## src/rtl/vme_sched_pkg.sv

```systemverilog
// Shared types and constants for the VME cycle scheduler.
// VME_SCHED_TIMEOUT_EN enables the ACK/REL watchdog in vme_cycle_sched.
package vme_sched_pkg;

   localparam int DEFAULT_TIMEOUT_CYCLES = 64;

   typedef logic req_id_t;

   typedef enum logic [2:0] {
      S_IDLE  = 3'd0,
      S_GRANT = 3'd1,
      S_START = 3'd2,
      S_ACK   = 3'd3,
      S_END   = 3'd4,
      S_REL   = 3'd5
   } sched_state_e;

   localparam logic [2:0] ST_IDLE  = S_IDLE;
   localparam logic [2:0] ST_GRANT = S_GRANT;
   localparam logic [2:0] ST_START = S_START;
   localparam logic [2:0] ST_ACK   = S_ACK;
   localparam logic [2:0] ST_END   = S_END;
   localparam logic [2:0] ST_REL   = S_REL;

endpackage

```

## src/rtl/vme_rr_arb2.sv

```systemverilog
// Two-way round-robin arbiter: on a tie the requester not granted last wins.
module vme_rr_arb2
   import vme_sched_pkg::*;
(
   input  logic [1:0] req,
   input  req_id_t    last,
   output logic [1:0] grant
);

   always_comb begin
      grant    = 2'b00;
      grant[0] = req[0] & (~req[1] | last);
      grant[1] = req[1] & (~req[0] | ~last);
   end

endmodule

```

## src/rtl/vme_cycle_sched.sv

```systemverilog
// Schedules one VME data cycle at a time for two requesters (Moore FSM).
// Define VME_SCHED_TIMEOUT_EN to add the ACK/REL watchdog and err reporting.
//
// Handshake: req_valid[i] is held until req_ready[i] pulses for one cycle;
// req_write[i] is sampled when the grant decision is taken; done[i] (and
// err[i]) pulse for one cycle after the bus is released.
module vme_cycle_sched
   import vme_sched_pkg::*;
#(
   parameter int TIMEOUT_CYCLES = DEFAULT_TIMEOUT_CYCLES
) (
   input  logic         clk,
   input  logic         reset,
   input  logic [1:0]   req_valid,
   input  logic [1:0]   req_write,
   output logic [1:0]   req_ready,
   output logic [1:0]   done,
   output logic [1:0]   err,
   output logic         dsr_PLUS_,
   output logic         dsr_MINUS_,
   output logic         dsw_PLUS_,
   output logic         dsw_MINUS_,
   input  logic         e_dtack_PLUS,
   input  logic         e_dtack_PLUSa,
   input  logic         e_dtack_MINUS,
   output logic         busy,
   output sched_state_e state_dbg
);

   if (TIMEOUT_CYCLES < 2 || TIMEOUT_CYCLES > 255) begin : g_bad_param
      $error("TIMEOUT_CYCLES out of range 2..255");
   end

   logic [2:0] state, state_nxt;
   req_id_t    id;
   logic       wr;
   req_id_t    last;
   logic       done_r;
   logic [1:0] grant;
   logic [1:0] sel;
   logic       run;
   logic       ack_hit;
   logic       ack_to;
   logic       rel_to;

   vme_rr_arb2 u_arb (
      .req   (req_valid),
      .last  (last),
      .grant (grant)
   );

   assign ack_hit = wr ? e_dtack_PLUSa : e_dtack_PLUS;

   always_comb begin
      state_nxt = state;
      case (state)
         ST_IDLE:  if (|req_valid) state_nxt = ST_GRANT;
         ST_GRANT: state_nxt = ST_START;
         ST_START: state_nxt = ST_ACK;
         ST_ACK:   if (ack_hit || ack_to) state_nxt = ST_END;
         ST_END:   state_nxt = ST_REL;
         ST_REL:   if (e_dtack_MINUS || rel_to) state_nxt = ST_IDLE;
         default:  state_nxt = ST_IDLE;
      endcase
   end

   // Pointer starts at 1 so requester 0 wins the first tie.
   always_ff @(posedge clk) begin
      if (reset) begin
         state  <= ST_IDLE;
         id     <= 1'b0;
         wr     <= 1'b0;
         last   <= 1'b1;
         done_r <= 1'b0;
      end else begin
         state  <= state_nxt;
         done_r <= 1'b0;
         if (state == ST_IDLE && |req_valid) begin
            id <= (grant == 2'b10);
            wr <= |(req_write & grant);
         end
         if (state == ST_REL && state_nxt == ST_IDLE) begin
            done_r <= 1'b1;
            last   <= id;
         end
      end
   end

`ifdef VME_SCHED_TIMEOUT_EN
   localparam logic [7:0] CNT_LIM = 8'(TIMEOUT_CYCLES - 1);

   logic [7:0] cnt;
   logic       sticky;
   logic       err_r;

   // An ack or release arriving on the limit cycle wins over the timeout.
   assign ack_to = (state == ST_ACK) && !ack_hit && (cnt == CNT_LIM);
   assign rel_to = (state == ST_REL) && !e_dtack_MINUS && (cnt == CNT_LIM);

   always_ff @(posedge clk) begin
      if (reset) begin
         cnt    <= 8'd0;
         sticky <= 1'b0;
         err_r  <= 1'b0;
      end else begin
         err_r <= 1'b0;
         if (state != state_nxt)
            cnt <= 8'd0;
         else if (state == ST_ACK || state == ST_REL)
            cnt <= cnt + 8'd1;
         if (state == ST_GRANT)
            sticky <= 1'b0;
         else if (ack_to)
            sticky <= 1'b1;
         if (state == ST_REL && state_nxt == ST_IDLE)
            err_r <= sticky | rel_to;
      end
   end

   assign err = (run && err_r) ? sel : 2'b00;
`else
   assign ack_to = 1'b0;
   assign rel_to = 1'b0;
   assign err    = 2'b00;
`endif

   // Outputs are forced low while reset is held so an abandoned cycle emits nothing.
   assign run        = !reset;
   assign sel        = id ? 2'b10 : 2'b01;
   assign busy       = run && (state != ST_IDLE);
   assign req_ready  = (run && state == ST_GRANT) ? sel : 2'b00;
   assign done       = (run && done_r) ? sel : 2'b00;
   assign dsr_PLUS_  = run && (state == ST_START) && !wr;
   assign dsw_PLUS_  = run && (state == ST_START) && wr;
   assign dsr_MINUS_ = run && (state == ST_END) && !wr;
   assign dsw_MINUS_ = run && (state == ST_END) && wr;
   assign state_dbg  = sched_state_e'(state);

endmodule

```

## config.mk

```make
export PLATFORM = sky130hd
export DESIGN_NAME = vme_cycle_sched
export DESIGN_NICKNAME = d
export VERILOG_FILES = /design/src/rtl/vme_sched_pkg.sv /design/src/rtl/vme_rr_arb2.sv /design/src/rtl/vme_cycle_sched.sv
export SDC_FILE = /design/constraint.sdc
export NUM_CORES = 1
export LEC_CHECK = 0
export CORE_AREA = 4 4 41 43
export DETAILED_ROUTE_END_ITERATION = 7
export DIE_AREA = 0 0 45 47
export PLACE_DENSITY_LB_ADDON = 0.25
export RECOVER_POWER = 25
export SYNTH_ARGS = -nofsm -noshare
export SYNTH_HDL_FRONTEND = slang
export SYNTH_SLANG_ARGS = --single-unit
```

## constraint.sdc

```tcl
create_clock -name clk -period 1.75 [get_ports clk]
set_input_delay 0.2625 -clock clk [delete_from_list [all_inputs] [get_ports clk]]
set_output_delay 0.2625 -clock clk [all_outputs]
set_load 0.02 [all_outputs]
```

; ---- Word level (Yosys, flattened, before mapping)
; Cells that the tools add are included.
[classes]
eq_ne = 6
mux = 9
n_bitwise = 8
n_reduce_logical = 18
[op_table]
columns = cell, n
row1 = one-hot mux 3 bit (6 select lines), 1
row2 = logical AND 1 bit, 11
row3 = two-way mux 3 bit, 3
row4 = "equality test 3 x 2 -> 1 bit, second input constant", 2
row5 = "equality test 3 bit, second input constant", 2
row6 = zero test 3 bit, 2
row7 = two-way mux 2 bit, 3
row8 = OR reduction 2 bit, 2
row9 = "equality test 3 x 1 -> 1 bit, second input constant", 1
row10 = inverter 1 bit, 3
row11 = nonzero test 3 bit, 1
row12 = bitwise AND 1 bit, 2
row13 = bitwise AND 2 bit, 1
row14 = "equality test 2 bit, second input constant", 1
row15 = zero test 1 bit, 2
row16 = two-way mux 1 bit, 2
row17 = bitwise OR 1 bit, 2
[totals]
output_inout_bits = 14
wordCells = 46
regBits = 7

; ---- Logic depth before layout (Yosys ltp)
[depth]
depth_word = 6
mapped_depth = 4

; ---- Cells and area by module
; A second synthesis with hierarchy kept.
[hier_totals]
hier_cells = 50
area_unflattened_um2 = 446.7
[by_module_without_submodules]
columns = module, instances, cells_each, seq_area_each_um2, area_each_um2
row1 = vme_cycle_sched, 1, 47, 140.1, 427.9
row2 = vme_rr_arb2, 1, 3, 0.0, 18.8

; ---- Worst setup path before layout
; Ideal clock, no wire load.
[synth_timing]
path_type = reg2out
start = register state[2], in the netlist state_dbg[2]
end = output dsr_MINUS_
arrival_ns = 1.398
required_time_ns = 1.487
stages_incl_launch_ff = 3
slack_ns = 0.090
cell_sequence = dfxtp_1 buf_2 nor4bb_1
[synth_between]
elab_chain_cells = 3
[synth_rtl]
columns = item, line
row1 = start: declaration, vme_cycle_sched.sv:34  ; logic [2:0] state, state_nxt;
row2 = start signal: assignment, vme_cycle_sched.sv:76  ; state <= state_nxt;
row3 = equality test 3 bit, vme_cycle_sched.sv:135  ; assign dsr_MINUS_ = run && (state == ST_END) && !wr;
row4 = logical AND 1 bit (2 in series), vme_cycle_sched.sv:135
row5 = end: declaration, vme_cycle_sched.sv:20  ; output logic dsr_MINUS_,
; No other way between the ends.

; ---- Worst setup path in the final report
[layout_timing]
start = register state[2], in the netlist state_dbg[2]
end = output state_dbg[2]
[layout_rtl]
columns = item, line
row1 = end: declaration, vme_cycle_sched.sv:27  ; output sched_state_e state_dbg
; No word-level cell between the ends.

==> results.sh <==
export IMPL_outcome="finished, final reports clean"
export IMPL_synth_edf_count=0
export IMPL_place_congestion=0.759
export IMPL_vias=490
export IMPL_synthTopCellsByCount="dfxtp_1 (7), nor2_1 (7), inv_1 (4)"
export IMPL_critPathRequiredTime_ns=1.49
export IMPL_synth_cell_type_count=31
export IMPL_vias_per_cell=5.27
export IMPL_drc=0
export IMPL_port_buffers=20
export IMPL_fin_util=0.524
export IMPL_ios=23
export IMPL_synth_area_um2=468
export IMPL_finalHoldViolCount=0
export IMPL_final_min_clock_period_ns=1.68
export IMPL_leakage_nw=0.284
export IMPL_ys_flop_type="dfxtp_1"
export IMPL_core_um2=1300
export IMPL_syn_avg_cell_area_um2=8.67
export IMPL_tns_ns=0
export IMPL_worstSetupEndpointType="output port"
export IMPL_drt_wl_total_um=1050
export IMPL_fmax_mhz=596
export IMPL_vdd_ir_drop_max_mv=0.487
export IMPL_cts_tree="done"
export IMPL_grt_pass1_vias=356
export IMPL_fillCellCount=144
export IMPL_rows=13
export IMPL_cp_max_fo=8
export IMPL_drtIter0Drc=3
export IMPL_drive_above_1_share=0.231
export IMPL_ys_ff_latch=7
export IMPL_placed_cell_area_um2=678
export IMPL_cts_setup_buffers=0
export IMPL_ctsHoldBuffers=0
export IMPL_drtAntennaViolNets=0
export IMPL_worstPathArrival_ns=1.41
export IMPL_wl_per_cell_um=11.3
export IMPL_fin_nets=88
export IMPL_clockBufferDepth=2
export IMPL_place_hpwl_um=853
export IMPL_synth_top_cell_by_area="dfxtp_1"
export IMPL_cts_root_buf="clkbuf_4"
export IMPL_grt_pass1_wl_um=1570
export IMPL_post_route_period_util=0.958
export IMPL_postLayoutCellArea_um2=682
export IMPL_grt_use_total=0.104
export IMPL_diodes=0
export IMPL_holdWs_ns=0.503
export IMPL_syn_to_final_growth_pct=45.7
export IMPL_antenna_found_initial=0
export IMPL_synth_area_top_cells="dfxtp_1 (30%), nor2_1 (5.6%), o32ai_1 (5.6%)"
export IMPL_critPathLaunchType="register"
export IMPL_p_per_area_nw_per_um2=878
export IMPL_dieWidth_um=45
export IMPL_cts_max_level=1
export IMPL_seq_area_um2=143
export IMPL_drv_cap=0
export IMPL_slew_viol_final=0
export IMPL_rsz0062_at_grt="false"
export IMPL_drt_pass1_iterations=4
export IMPL_cts_sinks=7
export IMPL_critical_path_class="reg2out"
export IMPL_die_area_um2=2120
export IMPL_finalSetupViolCount=0
export IMPL_multiInputGateArea_um2=267
export IMPL_overflow=0
export IMPL_grt_max_degree=12
export IMPL_cts_inserted_buffers=3
export IMPL_synth_top_cell_area_share=0.299
export IMPL_clk_pin_slew_worst_paths_ns=0.05
export IMPL_ys_seq_area_frac=0.299
export IMPL_die_y_um=47
export IMPL_clock_skew_final_ns=0.000255
export IMPL_synth_cells=54
export IMPL_insertion_delay_ns=0.24
export IMPL_async_flop_share=0
export IMPL_synth_warnings=0
export IMPL_start_util=0.360
export IMPL_hp_class="reg2reg"
power breakdown:
group          internal, mW  switching (mW)  leakage (nW)
combinational         0.117           0.129         0.211
sequential            0.183          0.0266        0.0582
clock                0.0867          0.0555        0.0150
total                 0.387           0.211         0.284
flip-flops by register name (all words and copies together), names as in the netlist:
register   cells
state_dbg      3
done_r         1
id             1
last           1
wr             1
layout by cell type (no fill, tap or decap), drive strengths merged, types with 2 or more instances in the layout:
cell type,Yosys,layout
nor3,3,3
dfxtp,7,7
clkbuf,1,8
conb,1,2
nor2,7,7
clkdlybuf4s50,0,10
o32ai,3,3
nor3b,2,2
nand2,2,2
nor4,2,2
inv,4,4
dlygate4sd2,0,4
buf,5,5
worst max-delay path, stage by stage, from the launching register on:
cell and delay [ns]:
dfxtp_2 0.39, buf_4 0.17, clkdlybuf4s50_1 0.61
metal layers:
metal  vias up  track usage  wire length (µm)
met3         4       0.0268               112
met1       216        0.130               450
li1        246            -                 -
met2        24        0.158               460
met4         0       0.0702                31
met5         -            0                 0
cell families after synthesis:
group,synth area share
other cells,0.00801
mux,0.0214
flops,0.299
compound gates,0.211
buf+inv,0.139
simple gates,0.321
per-stage QoR:
| step | worst slack (ns) | power [mW] | std cells |
|---|---|---|---|
| CTS | 0.000468 | 0.605 | 93 |
| global route | 0.0115 | 0.639 | 93 |
| floorplan | 0.0895 | 0.377 | 55 |
| finish | 0.0726 | 0.598 | 93 |
| detailed placement | -0.297 | 0.469 | 89 |
| global placement | -0.269 | 0.466 | 89 |
final timing paths:
path / from / endpoint / slack (ns) / depth (start not counted)
worst max register to register: state_dbg[1]$_SDFF_PP0_ / state_dbg[2]$_SDFF_PP0_ / 0.50 / 3
worst min register to register: last$_SDFFE_PP1P_ / last$_SDFFE_PP1P_ / 0.50 / 1
worst max-delay path: state_dbg[2]$_SDFF_PP0_ / state_dbg[2] / 0.07 / 2
worst min-delay path: last$_SDFFE_PP1P_ / last$_SDFFE_PP1P_ / 0.50 / 1
layout make-up:
| class | instances | share of cell area |
|---|---|---|
| Sequential cell | 7 | 0.209 |
| Timing Repair Buffer | 25 | 0.312 |
| Tap cell | 15 | 0.0275 |
| Clock buffer | 4 | 0.0385 |
| Inverter | 4 | 0.0220 |
| Multi-Input combinational cell | 38 | 0.391 |
timing repair:
action | 4_1_cts | 5_1_grt
resized for setup | 11 | 13
setup endpoints to repair | 11 | 5
gates cloned | 0 | 0
No activity file was read; power rests on OpenSTA's default activity.
